[src/rtl/overlap_add_stream.sv]
`default_nettype none
// ============================================================================
// Module   : overlap_add_stream
// Overlap-adds consecutive (y0,y1,y2) product triples with a 2-segment stride
// and serialises them over valid/ready; flush emits the final carry.
// Revision : 1.0
// ============================================================================
module overlap_add_stream #(
  parameter int IW     = 7,
  parameter int OW     = 8,
  parameter int BCNT_W = 8
) (
  input  logic              clk,
  input  logic              rst_n,
  input  logic              in_valid,
  output logic              in_ready,
  input  logic [IW-1:0]     in_y0,
  input  logic [IW-1:0]     in_y1,
  input  logic [IW-1:0]     in_y2,
  input  logic              flush,
  output logic              out_valid,
  input  logic              out_ready,
  output logic [OW-1:0]     out_data,
  output logic              out_last,
  output logic [BCNT_W-1:0] blk_count
);

  typedef enum logic [1:0] {
    IDLE  = 2'd0,
    EMIT0 = 2'd1,
    EMIT1 = 2'd2,
    FLUSH = 2'd3
  } state_t;

  state_t              state_q, state_d;
  logic [OW-1:0]       carry_q, carry_d;
  logic [OW-1:0]       data1_q, data1_d;
  logic [OW-1:0]       out_data_q, out_data_d;
  logic                out_valid_q, out_valid_d;
  logic                out_last_q, out_last_d;
  logic [BCNT_W-1:0]   blk_q, blk_d;
  logic [OW-1:0]       y0_ext, y1_ext, y2_ext;

  assign y0_ext = {{(OW-IW){1'b0}}, in_y0};
  assign y1_ext = {{(OW-IW){1'b0}}, in_y1};
  assign y2_ext = {{(OW-IW){1'b0}}, in_y2};

  assign in_ready  = (state_q == IDLE) & rst_n;
  assign out_valid = out_valid_q;
  assign out_data  = out_data_q;
  assign out_last  = out_last_q;
  assign blk_count = blk_q;

  always_ff @(posedge clk) begin
    if (!rst_n) begin
      state_q     <= IDLE;
      carry_q     <= '0;
      data1_q     <= '0;
      out_data_q  <= '0;
      out_valid_q <= 1'b0;
      out_last_q  <= 1'b0;
      blk_q       <= '0;
    end else begin
      state_q     <= state_d;
      carry_q     <= carry_d;
      data1_q     <= data1_d;
      out_data_q  <= out_data_d;
      out_valid_q <= out_valid_d;
      out_last_q  <= out_last_d;
      blk_q       <= blk_d;
    end
  end

  // Output registers are loaded with the word of the state being entered,
  // so every output is registered and holds while the consumer stalls.
  always_comb begin
    state_d     = state_q;
    carry_d     = carry_q;
    data1_d     = data1_q;
    out_data_d  = out_data_q;
    out_valid_d = out_valid_q;
    out_last_d  = out_last_q;
    blk_d       = blk_q;
    case (state_q)
      IDLE: begin
        if (in_valid) begin
          state_d     = EMIT0;
          out_data_d  = y0_ext + carry_q;
          out_valid_d = 1'b1;
          out_last_d  = 1'b0;
          data1_d     = y1_ext;
          carry_d     = y2_ext;
          if (blk_q != '1) blk_d = blk_q + BCNT_W'(1);
        end else if (flush) begin
          state_d     = FLUSH;
          out_data_d  = carry_q;
          out_valid_d = 1'b1;
          out_last_d  = 1'b1;
        end
      end
      EMIT0: begin
        if (out_ready) begin
          state_d    = EMIT1;
          out_data_d = data1_q;
        end
      end
      EMIT1: begin
        if (out_ready) begin
          state_d     = IDLE;
          out_valid_d = 1'b0;
        end
      end
      FLUSH: begin
        if (out_ready) begin
          state_d     = IDLE;
          out_valid_d = 1'b0;
          out_last_d  = 1'b0;
          carry_d     = '0;
          blk_d       = '0;
        end
      end
      default: state_d = IDLE;
    endcase
  end

endmodule
`default_nettype wire

[config.mk]
export PLATFORM = sky130hd
export DESIGN_NAME = overlap_add_stream
export DESIGN_NICKNAME = d
export VERILOG_FILES = /design/src/rtl/overlap_add_stream.sv
export SDC_FILE = /design/constraint.sdc
export NUM_CORES = 1
export LEC_CHECK = 0
export CORE_ASPECT_RATIO = 0.7
export CORE_MARGIN = 1
export CORE_UTILIZATION = 52
export DETAILED_ROUTE_END_ITERATION = 10
export PLACE_DENSITY = 0.87
export SYNTH_ARGS = -nofsm -noshare
export SYNTH_HDL_FRONTEND = slang
export SYNTH_SLANG_ARGS = --single-unit
[constraint.sdc]
create_clock -name clk -period 3.99 [get_ports clk]
set_input_delay 0.9975 -clock clk [delete_from_list [all_inputs] [get_ports clk]]
set_output_delay 0.9975 -clock clk [all_outputs]
set_load 0.005 [all_outputs]
======== After elaboration in Yosys (flattened, before gate mapping) ========
Cells that the tools add are included.
storage, ports and cells
  bits in read-only memories .............. 0
  flip-flop bits (word level) ............. 35
  output and inout port bits .............. 19
  bits in writable memories ............... 0
  bits in latches ......................... 0
  input port bits ......................... 26
  memories kept ........................... 0
cells by class
  reductions and logical operators ........ 12
  shift operators ......................... 0
  bitwise gates (word level) .............. 1
  $lt $le $gt $ge ......................... 0
  mux-type cells .......................... 21
  multiply operators ...................... 0
  eq/ne operators ......................... 10
  add/subtract/negate cells ............... 2
  divide/modulo/power cells ............... 0
operators by type and width
  kind                 count
  $mux 8               7
  $pmux 8 s2           3
  $reduce_and 3->1     5
  $add 7x8->8          1
  $add 8x1->8 const B  1
  $mux 2               4
  $ne 8x8->1 const B   1
  $ne 2x2->1 const B   3
  $pmux 2 s3           1
  $reduce_bool 2->1    3
  $eq 2x2->1 const B   2
  $mux 1               4
  $ne 2x1->1 const B   2
  $pmux 1 s2           2
  $reduce_and 4->1     1
  $ne 3x3->1 const B   1
  $eq 2x1->1 const B   1
  $logic_not 2->1      1
  $reduce_and 2->1     1
  $reduce_or 2->1      1
  $and 1x1->1          1

======== Depth between registers and ports, before layout ========
Gate-level depths: netlist of the first run.
  depth in word-level cells ............... 4
  mapped depth ............................ 8
  mapped depth without buffers ............ 8

======== Least setup slack after synthesis of the first run ========
OpenSTA, ideal clock, no wires.
  kind .................................... input -> output
  start ................................... in rst_n
  end ..................................... out in_ready
  cell stages on the path ................. 3
  arrival time ............................ 1628 ps
  buffers on the path ..................... 2
  data required time ...................... 2993 ps
  path slack .............................. 1364 ps
  cell sequence ........................... clkbuf_1 -> clkbuf_1 -> and2_1
on the way
  word-level cells in the longest chain between the ends .. 1
ends and longest elaborated chain
  item         RTL line  RTL
  from (decl)  14        input logic rst_n,
  $and 1x1->1  48        assign in_ready = (state_q == IDLE) & rst_n;
  to (decl)    16        output logic in_ready,
Every way passes these cells.

======== Final worst setup path of the first run ========
Same ends and word-level chain as after synthesis.

==> flow_metrics.env, run 1 <==
export IMPL_hold_buffers=0
export IMPL_peakVddDrop_uv=290
export IMPL_report_final_slew_viol_count=0
export IMPL_cap_violations=0
export IMPL_syn_inst=218
export IMPL_post_cts_buffers=0
export IMPL_io_pins=45
export IMPL_dr_pass1_iters=5
export IMPL_finalNetCount=296
export IMPL_switching_share_pct=29.6
export IMPL_drive_above_1_share_pct=4.58
export IMPL_die_w_um=72.4
export IMPL_post_drt_wl_per_cell_um=14.7
export IMPL_ys_types=35
export IMPL_p_per_area_mw_per_mm2=376
export IMPL_grt_max_degree=28
export IMPL_cts_htree_levels=2
export IMPL_syn_to_final_growth_pct=30.9
export IMPL_clkLatencyLatePin_ns=0.29
export IMPL_wl_mm=4.53
export IMPL_clk_pin_slew_ns=0.07
export IMPL_die_h_um=51.3
export IMPL_antenna_found_initial=0
export IMPL_critical_path_arrival_ns=2.18
export IMPL_grt_pass1_wl_mm=7.41
export IMPL_synth_avg_cell_area_um2=8.28
export IMPL_synth_top_area_share_pct=37.7
export IMPL_async_flop_share_pct=0
export IMPL_power_uw=888
export IMPL_cts_tree="yes"
export IMPL_overflow=0
export IMPL_synthTopCellsByArea="dfxtp_1, nand2_1, a21oi_1, ha_1, a21boi_0"
export IMPL_fmax_mhz=315
export IMPL_period_share_pct=79.6
export IMPL_drtIter0Drc=174
export IMPL_p_seq_share_pct=44.9
export IMPL_rows=17
export IMPL_power_switching_uw=263
export IMPL_synth_flop_cell="dfxtp_1"
export IMPL_antenna_cells=0
export IMPL_fin_skew_ns=0.00465
export IMPL_synth_warnings=0
export IMPL_hp_class="register to register"
export IMPL_viasPerCell=5.61
export IMPL_die_area_mm2=0.00371
export IMPL_max_slew_margin_pct=47.9
export IMPL_ys_seq_area_share_pct=37.7
export IMPL_synth_largest_area_cell="dfxtp_1"
export IMPL_grt_setup_unrepaired="no"
export IMPL_finalSetupViolCount=0
export IMPL_place_congestion=0.812
export IMPL_regToRegSetupSlack_ns=2.10
export IMPL_grt_pass1_vias=1587
export IMPL_startpoint_type="input pin"
export IMPL_end_kind="primary output"
export IMPL_drc=0
export IMPL_clkSinkCount=34
export IMPL_synth_edf_count=0
export IMPL_initial_utilization_pct=55.8
export IMPL_cts_resized=0
export IMPL_cts_buffers=5
export IMPL_setup_tns_ns=0
export IMPL_drtAntennaViolNets=0
export IMPL_ys_ff_latch=34
export IMPL_synth_net_count=253
export IMPL_grt_use_total_pct=26.6
export IMPL_vias=1734
export IMPL_synthTopCellsByCount="dfxtp_1, nand2_1, a21oi_1, nor2_1, nor2b_1"
export IMPL_hold_violations=0
export IMPL_finalCriticalPeriod_ns=3.18
export IMPL_worst_pin_slew_ns=0.775
export IMPL_status="complete, no violations"
export IMPL_p_int_uw=625
export IMPL_dp_hpwl_mm=3.18
export IMPL_cts_root_buf="clkbuf_8"
export IMPL_final_core_util_pct=73.0
export IMPL_pwr_share_clk_pct=29.9
export IMPL_crit_fanout=2
export IMPL_yosysMostFrequentCell="dfxtp_1"
export IMPL_pwr_share_comb_pct=25.2
export IMPL_clockBufferDepth=2
export IMPL_crit_type="input pin to primary output"
export IMPL_core_mm2=0.00323
export IMPL_required_ns=2.99
export IMPL_synth_area_mm2=0.00180
export IMPL_port_buffers=44
export IMPL_power_leakage_uw=0.000884
[metrics by stage]
stage	worst slack [ns]	instances	hold WS (ns)	cell area (um2)
after CTS	0.823	309	0.471	2360
after global placement	0.828	301	0.451	2270
after detailed placement	0.823	301	0.462	2270
final	0.815	309	0.469	2360
after global routing	0.786	309	0.498	2360
after floorplan	1.36	218	0.444	1800
[flip-flops by register name, indices dropped and copies added, names as in the netlist]
signal	count
out_data	8
state_q	2
out_valid	1
carry_q	7
data1_q	7
out_last	1
blk_count	8
[final timing paths]
kind	from	to	cells past startpoint
max	rst_n	in_ready	3
min	data1_q[0]	data1_q[0]	2
max reg2reg	carry_q[0]	out_data[6]	8
min reg2reg	data1_q[0]	data1_q[0]	2
[logic make-up after synthesis]
logic type      Yosys count  synth area share (%)
simple gates             84                  23.1
compound gates           66                  23.9
flops                    34                  37.7
buf+inv                  16                  4.16
fa+ha+maj                 9                  6.66
xor+xnor                  7                  3.40
mux                       2                  1.11
[cell type report]
type                    instances  area [um2]
well taps                      47        58.8
fillers                       249         872
repair buffers                 47         463
clock buffers                   7        86.3
clock inverters                 1        5.00
flip-flops and latches         34         681
multi-input cells             168        1050
inverters                       5        18.8
[layer usage]
metal,up-vias,GRT usage [%],routed length [um]
met5,-,0,0
met4,0,7.52,43
met3,7,6.90,362
met2,81,38.6,1940
met1,798,38.6,2180
li1,848,-,-
[worst max-delay path: stages]
cell and delay [ns]:
clkdlybuf4s50_1 0.54, and2_1 0.15, clkdlybuf4s50_1 0.49
[power by group through the flow]
stage / Combinational, uW / Clock (uW) / Sequential [uW]
2_1_floorplan: 137 / 0 / 395
3_3_place_gp: 213 / 0 / 405
3_5_place_dp: 219 / 0 / 405
4_1_cts: 222 / 261 / 398
5_1_grt: 246 / 285 / 402
6_report: 224 / 265 / 399
[cell usage in the layout, fill, tap and decap left out, types with 7 or more instances in the layout]
cell type,instances
a21boi_0,11
a21oi_1,20
a22oi_1,8
clkdlybuf4s50_1,44
dfxtp_1,34
ha_1,8
nand2_1,32
nand3_1,9
nor2_1,14
nor2b_1,13
o21ai_0,9
xnor2_1,7
No activity file was read; power rests on OpenSTA's default activity.
==> run 2, diff against run 1 <==
--- a/config.mk
+++ b/config.mk
@@ -7,9 +7,9 @@
 export LEC_CHECK = 0
 export CORE_ASPECT_RATIO = 0.7
 export CORE_MARGIN = 1
-export CORE_UTILIZATION = 52
+export CORE_UTILIZATION = 49
 export DETAILED_ROUTE_END_ITERATION = 10
-export PLACE_DENSITY = 0.87
+export PLACE_DENSITY = 0.83
 export SYNTH_ARGS = -nofsm -noshare
 export SYNTH_HDL_FRONTEND = slang
 export SYNTH_SLANG_ARGS = --single-unit
==> constraint.sdc (replaced) <==
create_clock -name clk -period 2.95 [get_ports clk]
set_input_delay 0.7375 -clock clk [delete_from_list [all_inputs] [get_ports clk]]
set_output_delay 0.7375 -clock clk [all_outputs]
set_load 0.005 [all_outputs]
==> run 2 against run 1 <==
  * Clock power is 100% higher
  * Critical endpoint unchanged
  * Sequential share of layout area down 0.92 points
  * Critical path depth unchanged
==> flow_metrics.env, run 2 (synthesis results as in run 1) <==
export IMPL_vias=1712
export IMPL_worst_path_largest_cell_delay_ns=0.53
export IMPL_regToRegSetupSlack_ns=1.05
export IMPL_power_switching_uw=358
export IMPL_overflow=0
export IMPL_crit_type="input pin to primary output"
export IMPL_grt_pass1_vias=1447
export IMPL_drc=0
export IMPL_cts_tree="yes"
export IMPL_drtIter0Drc=113
export IMPL_end_kind="primary output"
export IMPL_die_w_um=74.5
export IMPL_p_seq_share_pct=38.9
export IMPL_antenna_cells=0
export IMPL_io_pins=45
export IMPL_die_area_mm2=0.00393
export IMPL_finalCriticalPeriod_ns=2.63
export IMPL_crit_start="rst_n"
export IMPL_ff2ff_path_depth=8
export IMPL_finalNetCount=299
export IMPL_hp_class="register to register"
export IMPL_viasPerCell=5.43
export IMPL_dr_pass1_iters=4
export IMPL_placed_area_mm2=0.00230
export IMPL_cts_htree_levels=2
export IMPL_dp_hpwl_mm=3.14
export IMPL_critPathSlowestCell="clkdlybuf4s50_1"
export IMPL_n_fill_cell=312
export IMPL_cp_endpoint="in_ready"
export IMPL_switching_share_pct=25.9
export IMPL_crit_fanout=2
export IMPL_reg2reg_from="carry_q[0]"
export IMPL_clockBufferDepth=2
export IMPL_pwr_share_clk_pct=38.8
export IMPL_cts_buffers=5
export IMPL_cap_violations=0
export IMPL_syn_to_final_growth_pct=35.2
export IMPL_post_drt_wl_per_cell_um=13.9
export IMPL_startpoint_type="input pin"
export IMPL_mostFrequentLayoutCell="clkdlybuf4s50_1"
export IMPL_pwr_share_comb_pct=22.2
export IMPL_rows=18
export IMPL_post_cts_buffers=0
export IMPL_initial_utilization_pct=51.4
export IMPL_port_buffers=44
export IMPL_grt_setup_unrepaired="no"
export IMPL_rr_endpoint="out_data[6]"
export IMPL_p_per_area_mw_per_mm2=567
export IMPL_wl_mm=4.37
export IMPL_die_h_um=52.8
export IMPL_power_leakage_uw=0.000922
export IMPL_clkSinkCount=34
export IMPL_hold_buffers=0
export IMPL_place_congestion=0.863
export IMPL_grt_use_total_pct=25.2
export IMPL_fin_area_mm2=0.00244
export IMPL_status="complete, no violations"
export IMPL_setup_tns_ns=0
export IMPL_cts_root_buf="clkbuf_8"
export IMPL_required_ns=2.21
export IMPL_drive_above_1_share_pct=6.04
export IMPL_clk_pin_slew_ns=0.07
export IMPL_max_slew_margin_pct=68.4
export IMPL_fin_skew_ns=0.00731
export IMPL_worst_pin_slew_ns=0.474
export IMPL_clkLatencyLatePin_ns=0.29
export IMPL_drtAntennaViolNets=0
export IMPL_peakVddDrop_uv=285
export IMPL_period_share_pct=89.3
export IMPL_final_cell_mix="clkdlybuf4s50_1, dfxtp_1, nand2_1"
export IMPL_grt_pass1_wl_mm=7.09
export IMPL_p_int_uw=1020
export IMPL_crit_top_cell="clkdlybuf4s50_1"
export IMPL_cts_resized=0
export IMPL_path_cells="clkdlybuf4s50_1, and2_1, clkdlybuf4s50_1"
export IMPL_finalSetupViolCount=0
export IMPL_antenna_found_initial=0
export IMPL_critical_path_arrival_ns=1.90
export IMPL_core_mm2=0.00351
export IMPL_report_final_slew_viol_count=0
export IMPL_fmax_mhz=380
export IMPL_grt_max_degree=28
export IMPL_hold_violations=0
[run 2: cell count changes in the layout (fill, tap and decap cells not counted)]
cell,before,now
buf_4,3,6
bufinv_16,0,2
clkbuf_1,1,0
clkinv_2,1,0
[run 2: routing by layer]
metal	track usage, %	vias up	part of all wire (%)
met5	0	-	0
met4	8.49	0	0.64
met3	7.31	4	8.5
met2	33.5	64	41
met1	37.7	785	49
li1	-	859	-
[run 2: worst max-delay path: cells and delay by family]
| family | cells | cell delay (ns) |
|---|---|---|
| buf+inv | 2 | 1.02 |
| simple gates | 1 | 0.14 |
[run 2: how the worst min path moves through the flow]
stage	end	start	cells after the start	slack, ns
after detailed placement	data1_q[4]	data1_q[4]	2	0.46
after floorplan	data1_q[3]	data1_q[3]	2	0.44
final	data1_q[4]	data1_q[4]	2	0.46
after CTS	data1_q[4]	data1_q[4]	2	0.47
after global routing	data1_q[2]	data1_q[2]	2	0.49
after global placement	data1_q[3]	data1_q[3]	2	0.45
[run 2: area by class of cell]
class	count	area (um2)	share of cell area [%]
flip-flops and latches	34	681	27.9
clock inverters	2	60.1	2.46
clock buffers	6	82.6	3.39
inverters	5	18.8	0.770
repair buffers	50	485	19.9
well taps	50	62.6	2.57
multi-input cells	168	1050	43.0
[run 2: stage by stage]
step	hold slack (ns)	worst slack (ns)	cells	util, %	total power (uW)
6_report	0.465	0.316	315	69.4	1380
4_1_cts	0.467	0.307	315	69.4	1390
3_3_place_gp	0.454	0.272	307	65.3	846
3_5_place_dp	0.457	0.250	307	65.3	853
2_1_floorplan	0.444	0.757	218	-	721
5_1_grt	0.487	0.264	315	69.4	1460
[run 2: power groups by stage]
stage / Clock, uW / Sequential (uW) / Combinational [uW]
finish: 537 / 538 / 308
global route: 567 / 543 / 349
CTS: 540 / 538 / 309
detailed placement: 0 / 548 / 305
global placement: 0 / 547 / 299
floorplan: 0 / 535 / 186
